$ cat config.mk
export PLATFORM = sky130hd
export DESIGN_NAME = wwvb_frame_sequencer
export DESIGN_NICKNAME = d
export VERILOG_FILES = /design/src/rtl/wwvb_pkg.sv /design/src/rtl/wwvb_ms_tick.sv /design/src/rtl/wwvb_frame_sequencer.sv
export SDC_FILE = /design/constraint.sdc
export NUM_CORES = 1
export LEC_CHECK = 0
export ABC_CLOCK_PERIOD_IN_PS = 3320
export CORE_MARGIN = 10
export CORE_UTILIZATION = 60
export CTS_BUF_LIST = sky130_fd_sc_hd__clkbuf_8
export DETAILED_ROUTE_END_ITERATION = 8
export GPL_ROUTABILITY_DRIVEN = 0
export PLACE_DENSITY_LB_ADDON = 0.05
export SLEW_MARGIN = 40
export SYNTH_ARGS = -nofsm -noshare
export SYNTH_HDL_FRONTEND = slang
export SYNTH_HIERARCHICAL = 1
export SYNTH_SLANG_ARGS = --single-unit
$ cat constraint.sdc
create_clock -name clk -period 3.32 [get_ports clk]
set_input_delay 0.332 -clock clk [delete_from_list [all_inputs] [get_ports clk]]
set_output_delay 0.332 -clock clk [all_outputs]
set_load 0.01 [all_outputs]
$ cat src/rtl/wwvb_pkg.sv
`default_nettype none
// ============================================================================
// Module      : wwvb_pkg
// Description : Shared types and constants for the WWVB timing blocks.
// Revision    : 1.0 - initial release
// ============================================================================
package wwvb_pkg;

    // Symbol carried by one timeframe cell
    typedef enum logic [1:0] {
        CV_ZERO = 2'b00,
        CV_ONE  = 2'b01,
        CV_REF  = 2'b10,
        CV_RSVD = 2'b11
    } t_cell_value;

    // Frame sequencer states
    typedef enum logic [1:0] {
        IDLE  = 2'd0,
        START = 2'd1,
        RUN   = 2'd2
    } t_seq_state;

    localparam int FRAME_LEN   = 60;
    localparam int MS_PER_SEC  = 1000;
    localparam int LOW_MS_ZERO = 200;
    localparam int LOW_MS_ONE  = 500;
    localparam int LOW_MS_REF  = 800;

    // Reduced-power duration in ms for a cell symbol; the unused code is
    // treated like a marker so a corrupted cell never shortens the envelope
    function automatic logic [9:0] low_duration(input t_cell_value cv);
        case (cv)
            CV_ZERO: low_duration = 10'(LOW_MS_ZERO);
            CV_ONE:  low_duration = 10'(LOW_MS_ONE);
            default: low_duration = 10'(LOW_MS_REF);
        endcase
    endfunction

endpackage
`default_nettype wire

$ cat src/rtl/wwvb_ms_tick.sv
`default_nettype none
// ============================================================================
// Module      : wwvb_ms_tick
// Description : Millisecond prescaler. Counts 0..CLK_PERIOD/1000-1 and flags
//               the terminal count; held at zero while clear is high.
// Revision    : 1.0 - initial release
// ============================================================================
module wwvb_ms_tick #(
    parameter int CLK_PERIOD = 100_000_000
) (
    input  logic clk,
    input  logic reset_n,
    input  logic clear,
    output logic ms_tick
);

    localparam int                 c_DIV      = CLK_PERIOD / 1000;
    localparam int                 c_CNT_W    = (c_DIV > 1) ? $clog2(c_DIV) : 1;
    localparam logic [c_CNT_W-1:0] c_TERMINAL = c_CNT_W'(c_DIV - 1);

    logic [c_CNT_W-1:0] r_count;

    // Free-running divider, restarted from zero whenever clear is asserted
    always_ff @(posedge clk or negedge reset_n) begin
        if (!reset_n) begin
            r_count <= '0;
        end else if (clear || (r_count == c_TERMINAL)) begin
            r_count <= '0;
        end else begin
            r_count <= r_count + c_CNT_W'(1);
        end
    end

    assign ms_tick = !clear && (r_count == c_TERMINAL);

endmodule
`default_nettype wire

$ cat src/rtl/wwvb_frame_sequencer.sv
`default_nettype none
// ============================================================================
// Module      : wwvb_frame_sequencer
// Description : Second/frame sequencer for the WWVB timeframe. Issues the
//               per-second clock enable and frame-boundary load, and drives
//               the reduced-power envelope from the head cell symbol.
// Revision    : 1.0 - initial release
// ============================================================================
module wwvb_frame_sequencer
    import wwvb_pkg::*;
#(
    parameter int CLK_PERIOD = 100_000_000
) (
    input  logic        clk,
    input  logic        reset_n,
    input  logic        enable,
    input  t_cell_value cell_value,
    input  logic        update_req,
    output logic        sec_tick,
    output logic        load,
    output logic        update_ack,
    output logic        power_low,
    output logic [5:0]  second_index,
    output logic        frame_start
);

    localparam logic [9:0] c_MS_LAST  = 10'(MS_PER_SEC - 1);
    localparam logic [5:0] c_SEC_LAST = 6'(FRAME_LEN - 1);

    t_seq_state r_state;
    logic [9:0] r_ms;
    logic [9:0] r_low_ms;
    logic       r_pending;
    logic       r_first;   // first cycle of a second (envelope just rose)
    logic       r_sample;  // head cell is stable: capture its duration

    logic       w_clear;
    logic       w_ms_tick;
    logic       w_sec_end;
    logic       w_frame_end;
    logic [9:0] w_ms_next;

    // Prescaler only runs in RUN, so every second starts at prescaler zero
    assign w_clear = (r_state != RUN) || !enable;

    wwvb_ms_tick #(
        .CLK_PERIOD (CLK_PERIOD)
    ) u_ms_tick (
        .clk     (clk),
        .reset_n (reset_n),
        .clear   (w_clear),
        .ms_tick (w_ms_tick)
    );

    assign w_sec_end   = w_ms_tick && (r_ms == c_MS_LAST);
    assign w_frame_end = w_sec_end && (second_index == c_SEC_LAST);
    assign w_ms_next   = w_sec_end ? 10'd0 : (r_ms + 10'd1);

    // Staged-update flag; the acknowledge cycle wins over a coincident request
    always_ff @(posedge clk or negedge reset_n) begin
        if (!reset_n) begin
            r_pending <= 1'b0;
        end else if (update_ack) begin
            r_pending <= 1'b0;
        end else if (update_req) begin
            r_pending <= 1'b1;
        end
    end

    // Sequencer FSM with registered pulse and envelope outputs
    always_ff @(posedge clk or negedge reset_n) begin
        if (!reset_n) begin
            r_state      <= IDLE;
            r_ms         <= '0;
            r_low_ms     <= '0;
            r_first      <= 1'b0;
            r_sample     <= 1'b0;
            sec_tick     <= 1'b0;
            load         <= 1'b0;
            update_ack   <= 1'b0;
            power_low    <= 1'b0;
            second_index <= '0;
            frame_start  <= 1'b0;
        end else begin
            sec_tick    <= 1'b0;
            load        <= 1'b0;
            update_ack  <= 1'b0;
            frame_start <= 1'b0;
            if (!enable) begin
                r_state      <= IDLE;
                r_ms         <= '0;
                r_first      <= 1'b0;
                r_sample     <= 1'b0;
                power_low    <= 1'b0;
                second_index <= '0;
            end else begin
                case (r_state)
                    IDLE: begin
                        // Realign the timeframe head and hand over staged data
                        r_state    <= START;
                        sec_tick   <= 1'b1;
                        load       <= 1'b1;
                        update_ack <= r_pending;
                    end
                    START: begin
                        r_state      <= RUN;
                        r_ms         <= '0;
                        second_index <= '0;
                        frame_start  <= 1'b1;
                        power_low    <= 1'b1;
                        r_first      <= 1'b1;
                    end
                    RUN: begin
                        r_first  <= 1'b0;
                        r_sample <= r_first;
                        // The head shifts on the sec_tick edge, so the cell is
                        // read one cycle after the envelope rises
                        if (r_sample) begin
                            r_low_ms <= low_duration(cell_value);
                        end
                        if (w_ms_tick) begin
                            r_ms <= w_ms_next;
                        end
                        if (w_sec_end) begin
                            sec_tick     <= 1'b1;
                            power_low    <= 1'b1;
                            r_first      <= 1'b1;
                            second_index <= w_frame_end ? 6'd0 : (second_index + 6'd1);
                            frame_start  <= w_frame_end;
                            load         <= w_frame_end && r_pending;
                            update_ack   <= w_frame_end && r_pending;
                        end else if (w_ms_tick && (w_ms_next == r_low_ms)) begin
                            power_low <= 1'b0;
                        end
                    end
                    default: begin
                        r_state <= IDLE;
                    end
                endcase
            end
        end
    end

endmodule
`default_nettype wire

==> metrics.yaml <==
setup_path:
  reg2reg_from: "u_ms_tick/r_count[0]"
  crit_buf_inv: 0
  path_class: "reg2reg"
  critical_path.startpoint: "u_ms_tick/r_count[0]"
  crit_path_cell_trace: "ha_1 -> nand4_1 -> or4_1 -> nor2_1 -> and3_2 -> nand3b_4 -> nand3_1 -> nor2_1 -> o21ai_0 -> o21ai_0"
  cpPeakStageDelay_ns: 0.58
  critPathSlowestCell: "or4_1"
  crit_path_end_kind: "flop"
  crit_path_max_fanout: 14
  start_kind: "flop"
  path_delay_family: "simple AND/OR/NAND/NOR gates"
  required_ns: 3.49
  arrival_ns: 3.01
global_routing:
  overflow: 0
  grt_antenna_before_repair: 0
  grt_usage: 0.151
  grt_pass1_wl_mm: 9.38
  grt_pass1_vias: 1977
  grt_max_degree: 49
clock_network:
  cts_sinks: 48
  cts_setup_buffers: 0
  htreeDepth: 2
  ctsResizeCount: 0
  cts.clk_slew.worst_paths_ns: 0.09
  ctsHoldBuffers: 0
  cts_made_buffers: 5
  cts-root-buf: "clkbuf_8"
  tritoncts: "yes"
  clk_latency_ns: 0.29
  clock_path_buffers: 2
power_and_ir_drop:
  total_power_uw: 1160
  seqPwrFrac: 0.536
  max-vdd-ir-drop_uv: 264
  p_sw_uw: 280
  p_leak_uw: 0.00121
  swShare: 0.241
  p_comb_frac: 0.114
  cellPowerDensity_mw_per_mm2: 391
  clockPowerShare: 0.350
  p_int_uw: 884
job:
  maxCapViolations: 0
timing:
  fin_ws_ns: 0.474
  whs_ns: 0.0351
  finalClockSkew_ns: 0.00541
  rsz0062_at_grt: "false"
  finalCritPeriodShare: 0.857
  hold_violations: 0
  max-slew-margin-rel: 0.598
  finalSetupTns_ns: 0
  max_freq_mhz: 351
  finalSetupViolCount: 0
  slew_violations: 0
  period_minus_slack_ns: 2.85
  worst_pin_slew_ns: 0.603
cells_and_area:
  seq_area_mm2: 0.00120
  finish.net_count: 317
  multi_input_area_mm2: 0.00140
  syn2layout_area_growth_pct: 9.57
  nFillCells: 368
  drive_above_1_share: 0.0984
  antenna_cells: 0
  final_cells: 357
floorplanning:
  io_pins: 17
  die_x_um: 87.3
  die_h_um: 87.3
  initial_core_util: 0.620
  die_area_mm2: 0.00763
  core_mm2: 0.00438
  fp-row-count: 24
routing:
  vias_per_cell: 5.77
  top_layer_used: "met4"
  drcViolationCount: 0
  num_vias: 2060
  met3_length_um: 168
  dr.pass1.iters: 4
  finalWirelength_mm: 5.49
  avgRoutedWirePerCell_um: 15.4
  ant_nets: 0
  met1_length_mm: 2.50
  drtIter0Drc: 137
  wl_met2_mm: 2.68
placement:
  dpl_worst_slack_ns: 0.473
  placedCellCount: 349
  dp_hpwl_mm: 4.00
  port_buffers: 16
synthesis:
  synth_seq_cells: 48
  synth_edf_count: 0
  postSynthAreaPerCell_um2: 9.35
  synthCells: 291
  synth-async-reset-ratio: 1.00
  ys.flop_type: "dfrtp_1"
  syn_area_mm2: 0.00272
  syn_nets: 304
  ys_types: 56
  ys_seq_area_frac: 0.442
  yosys_warnings: 6
status:
  status: "finished, final reports clean"
min_path:
  hp-class: "in2async"
## power by group through the flow
stage	Combinational (uW)	Clock (uW)	Sequential (uW)
2_1_floorplan	76.7	0	636
3_3_place_gp	130	0	636
3_5_place_dp	134	0	636
4_1_cts	135	419	624
5_1_grt	150	440	627
6_report	132	408	624
## cells by family (layout without fill, tap and decap cells)
group           after synthesis  count (layout)  synth area share
mux                           4               4            0.0156
flops                        48              48             0.442
xor+xnor                     22              22            0.0708
fa+ha+maj                     7               7            0.0322
buf+inv                      21              35            0.0437
simple gates                137             137             0.272
compound gates               52              52             0.124
## final cells by class
cell class / count / area share
Timing Repair Buffer: 18 / 0.0579
Tap cell: 52 / 0.0218
Multi-Input combinational cell: 222 / 0.470
Clock inverter: 3 / 0.0130
Clock buffer: 5 / 0.0231
Sequential cell: 48 / 0.403
Inverter: 9 / 0.0113
## stage by stage
step	cell area, um2	utilization
after global routing	2980	0.680
after floorplan	2720	-
after detailed placement	2870	0.655
final	2980	0.680
after global placement	2870	0.655
after CTS	2980	0.680
## worst reg2reg max path, cell delays in order (launching register included)
cell	delay, ns
dfrtp_1	0.40
ha_1	0.22
nand4_1	0.24
or4_1	0.58
nor2_1	0.15
and3_2	0.24
nand3b_4	0.18
nand3_1	0.38
nor2_1	0.09
o21ai_0	0.15
o21ai_0	0.10
## layer usage
layer,track usage,up-vias
li1,-,1043
met1,0.182,983
met2,0.253,22
met3,0.0337,12
met4,0.0580,0
met5,0,-
## synthesized netlist by cell type (3+ instances only)
master	n	area (um2)
o21ai_0	21	105
nor4_1	4	25.0
dfrtp_1	48	1200
nor2_1	41	154
buf_6	4	45.0
nor3_1	8	40.0
o31ai_1	3	22.5
xor2_1	3	26.3
buf_2	4	20.0
or3_1	3	18.8
nand3_1	15	75.1
inv_1	8	30.0
a21oi_1	9	45.0
nand4_1	8	50.1
xnor2_1	19	166
ha_1	7	87.6
nor2b_1	7	43.8
nand2_1	28	105
## final timing paths
| kind | end | slack [ns] | cells after the start |
|---|---|---|---|
| setup / recovery | r_ms[8] | 0.47 | 10 |
| hold / removal | load | 0.04 | 1 |
| setup reg to reg | r_ms[8] | 0.47 | 10 |
| hold reg to reg | r_pending | 0.43 | 1 |
| max in group asynchronous | u_ms_tick/r_count[15] | 2.87 | 1 |
| min in group clk | r_pending | 0.43 | 1 |
## sequential cells by signal (all words and copies together), names as in the netlist
| signal | cells |
|---|---|
| r_sample | 1 |
| u_ms_tick/r_count | 17 |
| update_ack | 1 |
| r_pending | 1 |
| r_ms | 10 |
| load | 1 |
| sec_tick | 1 |
| second_index | 6 |
| frame_start | 1 |
| r_low_ms | 5 |
| r_first | 1 |
| power_low | 1 |
| r_state | 2 |
## cells in the final DEF (no fill, tap or decap), types with 4 or more instances in the layout
cell type and instances:
nor2_1 41, nor2b_1 7, nor3_1 8, inv_1 9, ha_1 7, nor4_1 4
nand2_1 28, a21oi_1 9, clkbuf_8 5, nand3_1 15, dfrtp_1 48, o21ai_0 21
xnor2_1 19, clkdlybuf4s50_1 15, nand4_1 8
(Power assumes the default switching activity.)
